[config.mk]
export PLATFORM = sky130hd
export DESIGN_NAME = objects_mux_collision
export DESIGN_NICKNAME = d
export VERILOG_FILES = /design/src/rtl/objects_mux_pkg.sv /design/src/rtl/objects_mux_collision_accumulator.sv /design/src/rtl/objects_mux_collision.sv
export SDC_FILE = /design/constraint.sdc
export NUM_CORES = 1
export LEC_CHECK = 0
export BUFFER_PORTS_ARGS = -buffer_cell sky130_fd_sc_hd__buf_2
export CAP_MARGIN = 10
export CORE_MARGIN = 4
export CORE_UTILIZATION = 49
export DETAILED_ROUTE_END_ITERATION = 12
export PLACE_DENSITY = 0.8
export SETUP_SLACK_MARGIN = 0.4
export SLEW_MARGIN = 20
export SYNTH_ARGS = -nofsm -noshare
export SYNTH_HDL_FRONTEND = slang
export SYNTH_SLANG_ARGS = --single-unit
[constraint.sdc]
create_clock -name clk -period 2.39 [get_ports clk]
set_clock_uncertainty 0.2 [all_clocks]
set_input_delay 0.1195 -clock clk [delete_from_list [all_inputs] [get_ports clk]]
set_output_delay 0.1195 -clock clk [all_outputs]
set_load 0.01 [all_outputs]
[src/rtl/objects_mux_pkg.sv]
// Shared types and constants for the object colour mux and its collision
// accumulator. The optional COLLISION_COORD_EN macro is consumed by the files
// that import this package; this file itself has no build options.
package objects_mux_pkg;

    // One VGA pixel colour, 3-3-2 RGB packed into a byte.
    typedef logic [7:0] rgb_t;

    // Objects report this colour on pixels they cover but do not paint.
    localparam rgb_t TRANSPARENT_ENCODING = 8'hFF;

    // Collision accounting is only meaningful once a frame boundary has
    // been seen, so the block idles in WAIT_FRAME until the first one.
    typedef enum logic {
        WAIT_FRAME = 1'b0,
        ACTIVE     = 1'b1
    } mux_state_t;

endpackage

[src/rtl/objects_mux_collision_accumulator.sv]
// Collision accumulator: gathers the set of colliding objects and the number
// of colliding pixels over one frame, and publishes them at the frame
// boundary. Build option COLLISION_COORD_EN additionally records the
// coordinate of the first colliding pixel of each frame.
module collision_accumulator
    import objects_mux_pkg::*;
#(
    parameter int NUM_OBJECTS = 4,
    parameter int COUNT_W     = 16
) (
    input  logic                   clk,
    input  logic                   resetN,
    input  logic                   frameStart_i,
    input  logic                   accumEn_i,
    input  logic                   publish_i,
    input  logic [NUM_OBJECTS-1:0] valid_i,
    input  logic                   collide_i,
`ifdef COLLISION_COORD_EN
    input  logic signed [10:0]     pixelX_i,
    input  logic signed [10:0]     pixelY_i,
    output logic signed [10:0]     collisionX_o,
    output logic signed [10:0]     collisionY_o,
`endif
    output logic [NUM_OBJECTS-1:0] mask_o,
    output logic [COUNT_W-1:0]     count_o,
    output logic                   pulse_o
);

    localparam logic [COUNT_W-1:0] COUNT_MAX = '1;

    logic [NUM_OBJECTS-1:0] curMaskQ, curMaskD;
    logic [COUNT_W-1:0]     curCountQ, curCountD;
    logic [NUM_OBJECTS-1:0] maskQ;
    logic [COUNT_W-1:0]     countQ;
    logic                   pulseQ;

    // Frame accumulation: a frame boundary restarts the totals from this
    // cycle alone, so a collision on the start-of-frame pixel belongs to the
    // new frame; otherwise collisions OR into the mask and bump the count.
    always_comb begin
        curMaskD  = curMaskQ;
        curCountD = curCountQ;
        if (frameStart_i) begin
            curMaskD  = collide_i ? valid_i : '0;
            curCountD = collide_i ? COUNT_W'(1) : '0;
        end else if (accumEn_i && collide_i) begin
            curMaskD = curMaskQ | valid_i;
            if (curCountQ != COUNT_MAX) begin
                curCountD = curCountQ + COUNT_W'(1);
            end
        end
    end

    // Accumulator registers; reset throws away any partial frame.
    always_ff @(posedge clk or negedge resetN) begin
        if (!resetN) begin
            curMaskQ  <= '0;
            curCountQ <= '0;
        end else begin
            curMaskQ  <= curMaskD;
            curCountQ <= curCountD;
        end
    end

    // Published report: held between frames, the pulse lasts one cycle and
    // fires only when the finished frame saw at least one collision.
    always_ff @(posedge clk or negedge resetN) begin
        if (!resetN) begin
            maskQ  <= '0;
            countQ <= '0;
            pulseQ <= 1'b0;
        end else begin
            pulseQ <= 1'b0;
            if (publish_i) begin
                maskQ  <= curMaskQ;
                countQ <= curCountQ;
                pulseQ <= (curCountQ != '0);
            end
        end
    end

    assign mask_o  = maskQ;
    assign count_o = countQ;
    assign pulse_o = pulseQ;

`ifdef COLLISION_COORD_EN
    logic signed [10:0] firstXQ, firstXD;
    logic signed [10:0] firstYQ, firstYD;
    logic signed [10:0] reportXQ, reportYQ;

    // First-collision capture: a zero running count means nothing has been
    // captured yet this frame (the count saturates, never wraps to zero).
    always_comb begin
        firstXD = firstXQ;
        firstYD = firstYQ;
        if (frameStart_i) begin
            firstXD = collide_i ? pixelX_i : '0;
            firstYD = collide_i ? pixelY_i : '0;
        end else if (accumEn_i && collide_i && (curCountQ == '0)) begin
            firstXD = pixelX_i;
            firstYD = pixelY_i;
        end
    end

    // Coordinate capture and publish registers, updated alongside the mask.
    always_ff @(posedge clk or negedge resetN) begin
        if (!resetN) begin
            firstXQ  <= '0;
            firstYQ  <= '0;
            reportXQ <= '0;
            reportYQ <= '0;
        end else begin
            firstXQ <= firstXD;
            firstYQ <= firstYD;
            if (publish_i) begin
                reportXQ <= firstXQ;
                reportYQ <= firstYQ;
            end
        end
    end

    assign collisionX_o = reportXQ;
    assign collisionY_o = reportYQ;
`endif

endmodule

[src/rtl/objects_mux_collision.sv]
// Object colour merger: picks the highest-priority painting object for each
// VGA pixel, registers the result, and reports per-frame object collisions.
// Build option COLLISION_COORD_EN adds collisionX/collisionY outputs holding
// the first colliding pixel of the previous frame.
module objects_mux_collision
    import objects_mux_pkg::*;
#(
    parameter int   NUM_OBJECTS      = 4,
    parameter rgb_t BACKGROUND_COLOR = 8'h00,
    parameter int   COUNT_W          = 16
) (
    input  logic                         clk,
    input  logic                         resetN,
    input  logic                         startOfFrame,
    input  logic signed [10:0]           PixelX,
    input  logic signed [10:0]           PixelY,
    input  logic [NUM_OBJECTS-1:0]       drawingRequest,
    input  rgb_t [NUM_OBJECTS-1:0]       RGBin,
    output rgb_t                         RGBout,
`ifdef COLLISION_COORD_EN
    output logic signed [10:0]           collisionX,
    output logic signed [10:0]           collisionY,
`endif
    output logic                         collisionPulse,
    output logic [NUM_OBJECTS-1:0]       collisionMask,
    output logic [COUNT_W-1:0]           collisionCount
);

    logic [NUM_OBJECTS-1:0] validVec;
    logic                   collide;
    rgb_t                   muxD, muxQ;
    mux_state_t             stateQ, stateD;
    logic                   accumEn;
    logic                   publish;

    // An object only counts as drawing if it is not painting transparency.
    always_comb begin
        validVec = '0;
        for (int i = 0; i < NUM_OBJECTS; i++) begin
            validVec[i] = drawingRequest[i] && (RGBin[i] != TRANSPARENT_ENCODING);
        end
    end

    // Clearing the lowest set bit leaves something only when two or more
    // objects are valid, which is exactly a collision pixel.
    assign collide = |(validVec & (validVec - NUM_OBJECTS'(1)));

    // Priority mux: scan from the lowest priority upward so the lowest
    // valid index is the last to write and therefore wins.
    always_comb begin
        muxD = BACKGROUND_COLOR;
        for (int i = NUM_OBJECTS - 1; i >= 0; i--) begin
            if (validVec[i]) begin
                muxD = RGBin[i];
            end
        end
    end

    // Output colour register, one pixel of latency.
    always_ff @(posedge clk or negedge resetN) begin
        if (!resetN) begin
            muxQ <= BACKGROUND_COLOR;
        end else begin
            muxQ <= muxD;
        end
    end

    assign RGBout = muxQ;

    // Frame state register.
    always_ff @(posedge clk or negedge resetN) begin
        if (!resetN) begin
            stateQ <= WAIT_FRAME;
        end else begin
            stateQ <= stateD;
        end
    end

    // Next state and accumulator controls: nothing is published until a
    // full frame has been observed after reset.
    always_comb begin
        stateD  = stateQ;
        accumEn = 1'b0;
        publish = 1'b0;
        case (stateQ)
            WAIT_FRAME: begin
                if (startOfFrame) begin
                    stateD = ACTIVE;
                end
            end
            ACTIVE: begin
                accumEn = 1'b1;
                publish = startOfFrame;
            end
            default: begin
                stateD = WAIT_FRAME;
            end
        endcase
    end

`ifndef COLLISION_COORD_EN
    logic unusedPixel;
    assign unusedPixel = ^{PixelX, PixelY};
`endif

    collision_accumulator #(
        .NUM_OBJECTS (NUM_OBJECTS),
        .COUNT_W     (COUNT_W)
    ) u_accumulator (
        .clk          (clk),
        .resetN       (resetN),
        .frameStart_i (startOfFrame),
        .accumEn_i    (accumEn),
        .publish_i    (publish),
        .valid_i      (validVec),
        .collide_i    (collide),
`ifdef COLLISION_COORD_EN
        .pixelX_i     (PixelX),
        .pixelY_i     (PixelY),
        .collisionX_o (collisionX),
        .collisionY_o (collisionY),
`endif
        .mask_o       (collisionMask),
        .count_o      (collisionCount),
        .pulse_o      (collisionPulse)
    );

endmodule

==> impl_metrics.yaml, run 1 <==
final_layout:
  final_area_mm2: 0.00329
  n_fill_cell: 375
  drive_gt1_frac: 0.359
  final_common_cell: "buf_2"
  area_growth_pct: 33.2
  nNetsFinal: 399
  num_antenna_cells: 0
  final_cell_mix: "buf_2, dfrtp_1, o21ai_0, nand2_1, dlygate4sd3_1"
sta:
  hold_ws_ps: -16.9
  maxSlewHeadroom: 0.609
  hold_viol_final: 1
  fin_crit_ps: 1990
  finalSetupViolations: 0
  clock.fmax_mhz: 503
  setup_tns_ps: 0
  worst_pin_slew_ps: 580
  rsz0062_at_grt: "yes"
  finalMaxSlewViolations: 0
  period_share: 0.832
routing:
  drt_wl_total_mm: 5.90
  met1_length_mm: 2.42
  dr_total_vias: 2277
  drc: 0
  wire_per_inst_um: 14.6
  antenna_left: 0
  avgViaCountPerCell: 5.64
  drtIter0Drc: 156
  wl_met2_mm: 2.87
  first_pass_iters: 5
  top_layer: "met4"
  wl_met3_um: 452
logic_synthesis:
  yosysSeqAreaShare: 0.507
  syn_area_mm2: 0.00247
  syn_nets: 304
  ys_types: 40
  yosys-top-cells-area: "dfrtp_1, mux2_2, o21ai_0"
  netlist.area_leader.share: 0.507
  async_flop_share: 1.00
  synthAdderAreaFrac: 0.0101
  yosys.area.top_type: "dfrtp_1"
  synth_compound_area_frac: 0.155
  synth_cells: 241
  yosysWarnings: 0
  yosys.area_share.simple: 0.180
  synth_enable_flop_cells: 0
  synth_top_family_by_area: "simple AND/OR/NAND/NOR gates"
  dominantRegCellSynth: "dfrtp_1"
  synth_seq_cells: 50
  syn_area_per_cell_um2: 10.2
  synthXorXnorAreaFrac: 0.00710
  synthMuxAreaShare: 0.101
floorplan:
  core_area_mm2: 0.00479
  fp.dieW_um: 78.9
  die_h_um: 78.9
  rows: 25
  die-area_mm2: 0.00623
  start_util: 0.515
  io_pins: 90
worst_setup_path:
  r2r_start: "u_accumulator.curCountQ[4]"
  endpoint_kind: "flip-flop"
  crit_arrival_ps: 2030
  crit_type: "in -> reg"
  critPathRequiredTime_ps: 2430
  start_kind: "input pin"
  reg2reg_to: "u_accumulator.curCountQ[2]"
  ff2ff_path_depth: 7
  crit_fanout: 9
  r2r_slack_ps: 430
power_and_ir_drop:
  p_switching_uw: 446
  seq_power_share: 0.507
  swShare: 0.249
  p_leak_nw: 1.56
  p_int_mw: 1.34
  combPwrFrac: 0.171
  clock_power_share: 0.322
  peakVddDrop_mv: 0.353
  power.density_mw_per_mm2: 545
clock_network:
  h-tree-depth: 2
  cts_buffer_depth: 2
  worstSkewPairLatency_ps: 300
  clk_pin_slew_worst_paths_ps: 90
  root_buffer: "clkbuf_8"
  cts_tree: "yes"
  cts_made_buffers: 5
  cts_sinks: 50
worst_hold_path:
  hold_class: "in -> reg"
  min_delay_worst_endpoint: "u_accumulator.curMaskQ[1]"
  hold_depth: 3
  hp-start: "drawingRequest[1]"
place:
  placed_area_mm2: 0.00289
  place.port_buffers: 67
  post-dp-hpwl_mm: 4.05
  routabilityCongestion: 0.857
grt:
  grt_pass1_vias: 2223
  grt_overflow: 0
  grt_usage: 0.200
  grt_max_degree: 30
  antenna_found_initial: 0
  grt_first_pass_wirelength_mm: 9.84
run_status:
  outcome: "complete, but fails checks"
  violations: "hold timing"
run:
  cap_violations: 0
[registers in the layout, indices dropped and copies added, names as in the netlist]
register,cells
u_accumulator.pulse_o,1
u_accumulator.curMaskQ,4
RGBout,8
u_accumulator.count_o,16
u_accumulator.mask_o,4
stateQ,1
u_accumulator.curCountQ,16
[power groups by stage]
stage               Combinational [mW]  Sequential [mW]  Clock (mW)
finish                           0.306            0.908       0.577
global route                     0.341            0.914       0.626
CTS                              0.302            0.907       0.585
detailed placement               0.259            0.929           0
global placement                 0.252            0.928           0
floorplan                        0.121            0.944           0
[cell usage after synthesis, drive strengths merged (3+ instances only)]
master	instances
buf	5
mux2i	8
o21a	3
inv	8
o211ai	3
dfrtp	50
o31ai	3
mux2	15
nand2	20
clkbuf	8
o21ai	29
o22ai	3
a22o	8
nor4	3
nand3	13
nor2	5
nor3	3
or4	3
nand4	15
or3	8
a21oi	11
[critical path, cell delays in order]
cell,delay [ps]
buf_2,90
nand4_1,130
o21a_1,320
nor2_2,310
a22o_1,180
mux2i_1,90
o21ai_0,190
dlygate4sd3_1,600
[area by class of cell]
class,count,area [um2],area share
Multi-Input combinational cell,170,1170,0.355
Tap cell,67,83.8,0.0255
Inverter,8,30.0,0.00914
Sequential cell,50,1250,0.382
Clock inverter,1,30.0,0.00914
Timing Repair Buffer,101,646,0.196
Clock buffer,7,76.3,0.0232
[worst max path at each step]
stage / startpoint / end / slack, ps / cells past startpoint
4_1_cts: u_accumulator.curCountQ[4] / u_accumulator.curCountQ[13] / 400 / 6
5_1_grt: RGBin[22] / RGBout[6] / 330 / 8
3_3_place_gp: u_accumulator.curCountQ[3] / u_accumulator.curCountQ[13] / 350 / 6
6_report: RGBin[22] / RGBout[6] / 400 / 8
3_5_place_dp: u_accumulator.curCountQ[3] / u_accumulator.curCountQ[9] / 270 / 6
2_1_floorplan: u_accumulator.curCountQ[3] / u_accumulator.curCountQ[5] / 410 / 7
[what timing repair did]
item / in CTS / in global routing
pin swaps: 5 / 4
hold buffers: 17 / 0
setup buffers: 10 / 1
hold endpoints to repair: 29 / 0
endpoints found under the setup margin: 5 / 16
resized for setup: 3 / 7
[metal layers]
metal | vias up | GRT usage
met2 | 93 | 0.340
met4 | 0 | 0.108
li1 | 1093 | -
met1 | 1076 | 0.227
met5 | - | 0
met3 | 15 | 0.0590
[kinds of logic (layout without fill, tap and decap cells)]
kind of cell | after synthesis | in the layout
flip-flops | 50 | 50
AO/OA/AOI/OAI | 63 | 63
XOR/XNOR | 2 | 2
adder cells (fa/ha/maj) | 2 | 2
buffers and inverters | 21 | 117
AND/OR/NAND/NOR | 80 | 80
multiplexers | 23 | 23
[metrics by stage]
| step | power, mW | utilization | worst slack (ps) | cells |
|---|---|---|---|---|
| 2_1_floorplan | 1.07 | - | 413 | 241 |
| 3_3_place_gp | 1.18 | 0.604 | 352 | 368 |
| 3_5_place_dp | 1.19 | 0.604 | 273 | 368 |
| 4_1_cts | 1.79 | 0.681 | 403 | 403 |
| 5_1_grt | 1.88 | 0.687 | 330 | 404 |
| 6_report | 1.79 | 0.687 | 402 | 404 |
Note: power is estimated with default switching activity, not from simulation.
==> run 2, diff against run 1 <==
- CORE_UTILIZATION: 49 -> 44
- PLACE_DENSITY: 0.8 -> 0.76
- clock period: 2.39 -> 1.8 ns (I/O delays scaled with it)
==> run 2 against run 1 <==
Net effect:
- the flow finishes with violations (hold timing, setup timing)
- die area rose by 10%
- first-iteration DRC count increased by 5.8%
- utilization increased by 2.2 points
- sequential power is 33% higher
- count of clock-buffer cells in the layout unchanged
- largest power group unchanged
- critical path type is now reg -> reg
- wire length grew 20%
- clock power increased by 6.1%
- via count increased by 8.2%
- power rose by 27%
- non-clock buffer count rose by 36
- highest routed layer unchanged
==> impl_metrics.yaml, run 2 (same netlist as run 1, synthesis figures left out) <==
floorplan:
  core_area_mm2: 0.00527
  rows: 26
  die_h_um: 82.9
  io_pins: 90
  start_util: 0.468
  die-area_mm2: 0.00687
  fp.dieW_um: 82.9
clock_network:
  clk_pin_slew_worst_paths_ps: 80
  cts_buffer_depth: 2
  h-tree-depth: 2
  cts_made_buffers: 5
  cts_sinks: 50
  ctsHoldBuffers: 15
  cts_tree: "yes"
  worstSkewPairLatency_ps: 300
  root_buffer: "clkbuf_8"
sta:
  worst_pin_slew_ps: 618
  period_share: 1.10
  finalSetupViolations: 15
  fin_crit_ps: 1980
  hold_viol_final: 2
  hold_ws_ps: -60.5
  finalMaxSlewViolations: 0
  setup_tns_ps: -1720
  clock.fmax_mhz: 504
  fin_ws_ps: -182
  maxSlewHeadroom: 0.588
  rsz0062_at_grt: "yes"
place:
  placed_area_mm2: 0.00325
  routabilityCongestion: 0.843
  post-dp-hpwl_mm: 4.57
  place.port_buffers: 67
  dpl.cell_count: 414
final_layout:
  area_growth_pct: 51.4
  drive_gt1_frac: 0.465
  final_area_mm2: 0.00373
  num_antenna_cells: 0
  nNetsFinal: 435
  final_cell_mix: "buf_2, dfrtp_1, buf_4, o21ai_0, nand2_1"
  final_common_cell: "buf_2"
  n_fill_cell: 387
  final_cells: 442
worst_setup_path:
  worst_path_max_delay_cell: "dfrtp_1"
  crit_fanout: 6
  start_kind: "flip-flop"
  crit_arrival_ps: 2010
  slowest_delay_ps: 420
  critPathRequiredTime_ps: 1830
  crit_path_cell_trace: "and4_1 > and3_4 > nand3_4 > nand4_1 > buf_6 > or3_4 > a21oi_2"
  cp_top_family: "simple AND/OR/NAND/NOR gates"
  crit_type: "reg -> reg"
  crit_buf_inv: 1
  endpoint_kind: "flip-flop"
grt:
  grt_usage: 0.195
  grt_overflow: 0
  grt_pass1_vias: 2523
  grt_max_degree: 51
  grt_first_pass_wirelength_mm: 11.4
  antenna_found_initial: 0
power_and_ir_drop:
  power.density_mw_per_mm2: 611
  p_switching_uw: 610
  combPwrFrac: 0.204
  seq_power_share: 0.528
  clock_power_share: 0.268
  swShare: 0.267
  peakVddDrop_mv: 0.315
  p_int_mw: 1.67
  p_leak_nw: 1.80
routing:
  antenna_left: 0
  wire_per_inst_um: 16.0
  first_pass_iters: 4
  avgViaCountPerCell: 5.57
  drt_wl_total_mm: 7.08
  drc: 0
  drtIter0Drc: 165
  dr_total_vias: 2464
run:
  cap_violations: 0
run_status:
  violations: "hold timing, setup timing"
  outcome: "complete, but fails checks"
worst_hold_path:
  hold_class: "in -> reg"
-- run 2: changes by cell type in the layout (fill, tap and decap cells not counted), moves of 7 or more --
cell / delta
buf_4: +32
mux2_2: -11
mux2_4: +11
buf_6: +7
-- run 2: per-stage QoR --
stage,worst slack (ps),utilization,power (mW)
5_1_grt,-259,0.708,2.40
6_report,-182,0.708,2.28
3_3_place_gp,-152,0.616,1.62
4_1_cts,-152,0.678,2.27
3_5_place_dp,-230,0.616,1.63
2_1_floorplan,-176,-,1.42
-- run 2: final timing paths --
check | startpoint | endpoint | slack [ps] | cells past startpoint
worst max-delay path | u_accumulator.curCountQ[5] | u_accumulator.curCountQ[9] | -180 | 7
worst min-delay path | startOfFrame | u_accumulator.pulse_o | -60 | 3
worst max register to register | u_accumulator.curCountQ[5] | u_accumulator.curCountQ[9] | -180 | 7
worst min register to register | u_accumulator.mask_o[1] | u_accumulator.mask_o[1] | 280 | 2
max in group asynchronous | resetN | stateQ | 730 | 3
min in group asynchronous | resetN | u_accumulator.count_o[9] | 230 | 3
-- run 2: final cells by class --
type / count / area (um2) / area share
repair buffers: 137 / 975 / 0.261
multi-input cells: 170 / 1310 / 0.351
flip-flops and latches: 50 / 1250 / 0.335
inverters: 8 / 32.5 / 0.00871
clock buffers: 7 / 76.3 / 0.0204
well taps: 70 / 87.6 / 0.0235
-- run 2: per-layer routing --
layer	wire [um]	global-route usage	vias up
met2	3660	0.351	99
met1	2900	0.236	1199
li1	-	-	1154
met4	99	0.0565	0
met3	428	0.0356	12
met5	0	0	-
-- run 2: worst reg2reg max path: stages, from the launching register on --
cell	delay [ps]
dfrtp_1	420
and4_1	210
and3_4	220
nand3_4	110
nand4_1	120
buf_6	170
or3_4	330
a21oi_2	140
-- run 2: repair_timing --
item / CTS / global route
setup endpoints to repair: 31 / 38
pin swaps: 14 / 16
buffers inserted: 4 / 2
endpoints found under the hold margin: 59 / 1
gates resized for setup: 18 / 37
-- run 2: power groups by stage --
stage	registers, mW	logic [mW]	clock network, mW
floorplan	1.25	0.167	0
global route	1.21	0.514	0.674
CTS	1.21	0.439	0.628
finish	1.21	0.466	0.612
global placement	1.22	0.393	0
detailed placement	1.23	0.403	0
==> run 3, diff against run 2 <==
- CORE_UTILIZATION: 44 -> 49
- PLACE_DENSITY: 0.76 -> 0.8
- clock period: 1.8 -> 2.2 ns (I/O delays scaled with it)
==> run 3 against run 2 <==
Net effect:
- first-iteration DRC count decreased by 3.6%
- critical path type unchanged
- via count fell by 3.2%
- global-route usage increased by 2.6 points
- register-to-register slack improved by 330 ps
- the flow now finishes without violations
==> impl_metrics.yaml, run 3 (same netlist as run 1, synthesis figures left out) <==
power_and_ir_drop:
  power.density_mw_per_mm2: 541
  peakVddDrop_mv: 0.303
  p_leak_nw: 1.67
  power.total_mw: 1.89
routing:
  drt_wl_total_mm: 6.73
  wire_per_inst_um: 15.8
  antenna_left: 0
  wl_met2_mm: 3.51
  dr_total_vias: 2386
  drtIter0Drc: 159
  first_pass_iters: 4
  avgViaCountPerCell: 5.61
  wl_met3_um: 427
  top_layer: "met4"
  met1_length_mm: 2.65
  drc: 0
grt:
  antenna_found_initial: 0
  grt_pass1_vias: 2374
  grt_usage: 0.221
  grt_overflow: 0
  grt_first_pass_wirelength_mm: 11.0
  grt_max_degree: 27
floorplan:
  die_h_um: 78.9
  rows: 25
  start_util: 0.515
  io_pins: 90
  fp.dieW_um: 78.9
  die-area_mm2: 0.00623
  core_area_mm2: 0.00479
worst_setup_path:
  critPathRequiredTime_ps: 2230
  start_kind: "flip-flop"
  reg2reg_to: "u_accumulator.curCountQ[14]"
  crit_arrival_ps: 2080
  crit_type: "reg -> reg"
  r2r_start: "u_accumulator.curCountQ[2]"
  r2r_slack_ps: 150
  endpoint_kind: "flip-flop"
  crit_fanout: 6
  ff2ff_path_depth: 6
sta:
  finalMaxSlewViolations: 0
  fin_crit_ps: 2050
  rsz0062_at_grt: "yes"
  setup_tns_ps: 0
  hold_viol_final: 0
  period_share: 0.933
  clock.fmax_mhz: 487
  maxSlewHeadroom: 0.596
  worst_pin_slew_ps: 606
  finalSetupViolations: 0
final_layout:
  final_cell_mix: "buf_2, dfrtp_1, buf_4, o21ai_0, nand2_1"
  final_area_mm2: 0.00348
  drive_gt1_frac: 0.416
  final_common_cell: "buf_2"
  multiInputGateArea_mm2: 0.00121
  final_cells: 425
  area_growth_pct: 41.2
  fin_util: 0.728
  seq_area_mm2: 0.00125
  num_antenna_cells: 0
  n_fill_cell: 376
  nNetsFinal: 420
place:
  place.port_buffers: 67
  placed_area_mm2: 0.00296
  routabilityCongestion: 0.858
  post-dp-hpwl_mm: 4.18
  dpl.cell_count: 375
clock_network:
  worstSkewPairLatency_ps: 300
  cts_made_buffers: 5
  clk_pin_slew_worst_paths_ps: 90
  h-tree-depth: 2
  root_buffer: "clkbuf_8"
  cts_tree: "yes"
  cts_sinks: 50
  cts_buffer_depth: 2
worst_hold_path:
  min_delay_worst_endpoint: "RGBout[0]"
  hold_depth: 4
  hold_class: "in -> reg"
  hp-start: "RGBin[24]"
run:
  cap_violations: 0
run_status:
  outcome: "completed"
## run 3: cell types whose count changed in the layout (fill, tap and decap cells not counted), moves of 4 or more
cell,previous run,this run
buf_2,63,67
buf_4,48,36
buf_6,7,0
mux2_2,4,15
mux2_4,11,0
o21ai_0,21,26
## run 3: area by class of cell
type,instances,area share
flip-flops and latches,50,0.360
multi-input cells,170,0.347
repair buffers,122,0.234
clock buffers,7,0.0248
well taps,67,0.0241
inverters,8,0.00862
clock inverters,1,0.00144
## run 3: worst max-delay path by stage
| stage | start | cells after the start | slack [ps] | endpoint |
|---|---|---|---|---|
| 2_1_floorplan | u_accumulator.curCountQ[3] | 7 | 220 | u_accumulator.curCountQ[5] |
| 3_3_place_gp | RGBin[10] | 9 | 170 | u_accumulator.curCountQ[5] |
| 6_report | u_accumulator.curCountQ[2] | 6 | 150 | u_accumulator.curCountQ[14] |
| 5_1_grt | u_accumulator.curCountQ[2] | 6 | 100 | u_accumulator.curCountQ[13] |
| 3_5_place_dp | RGBin[18] | 8 | 150 | u_accumulator.curCountQ[5] |
| 4_1_cts | u_accumulator.curCountQ[3] | 6 | 280 | u_accumulator.curCountQ[11] |
## run 3: report_power, final
| part | switching, mW | total (mW) | internal, mW | leakage, nW |
|---|---|---|---|---|
| Combinational | 0.186 | 0.350 | 0.164 | 0.976 |
| Sequential | 0.0228 | 0.989 | 0.966 | 0.647 |
| Clock | 0.291 | 0.546 | 0.254 | 0.0482 |
## run 3: per-layer routing
metal,vias up,GRT usage
li1,1137,-
met1,1135,0.262
met2,99,0.401
met3,15,0.0385
met4,0,0.0825
met5,-,0
## run 3: worst max-delay path, stage by stage (launching register included)
cell and delay, ps:
dfrtp_1 410, and4_1 260, and3_4 250, buf_4 130, nand3_2 80, or4_4 490
a21oi_2 150
## run 3: metrics by stage
step	hold slack [ps]	setup WS [ps]
finish	47.1	148
global route	56.1	102
CTS	28.2	276
detailed placement	-44.6	150
global placement	-58.7	172
floorplan	-386	224
## run 3: what timing repair did
| item | CTS | global route |
|---|---|---|
| pin swaps | 12 | 10 |
| gates resized for setup | 8 | 10 |
| hold buffers | 17 | 0 |
| endpoints found under the setup margin | 14 | 16 |
| buffers inserted | 17 | 8 |
| endpoints found under the hold margin | 32 | 0 |
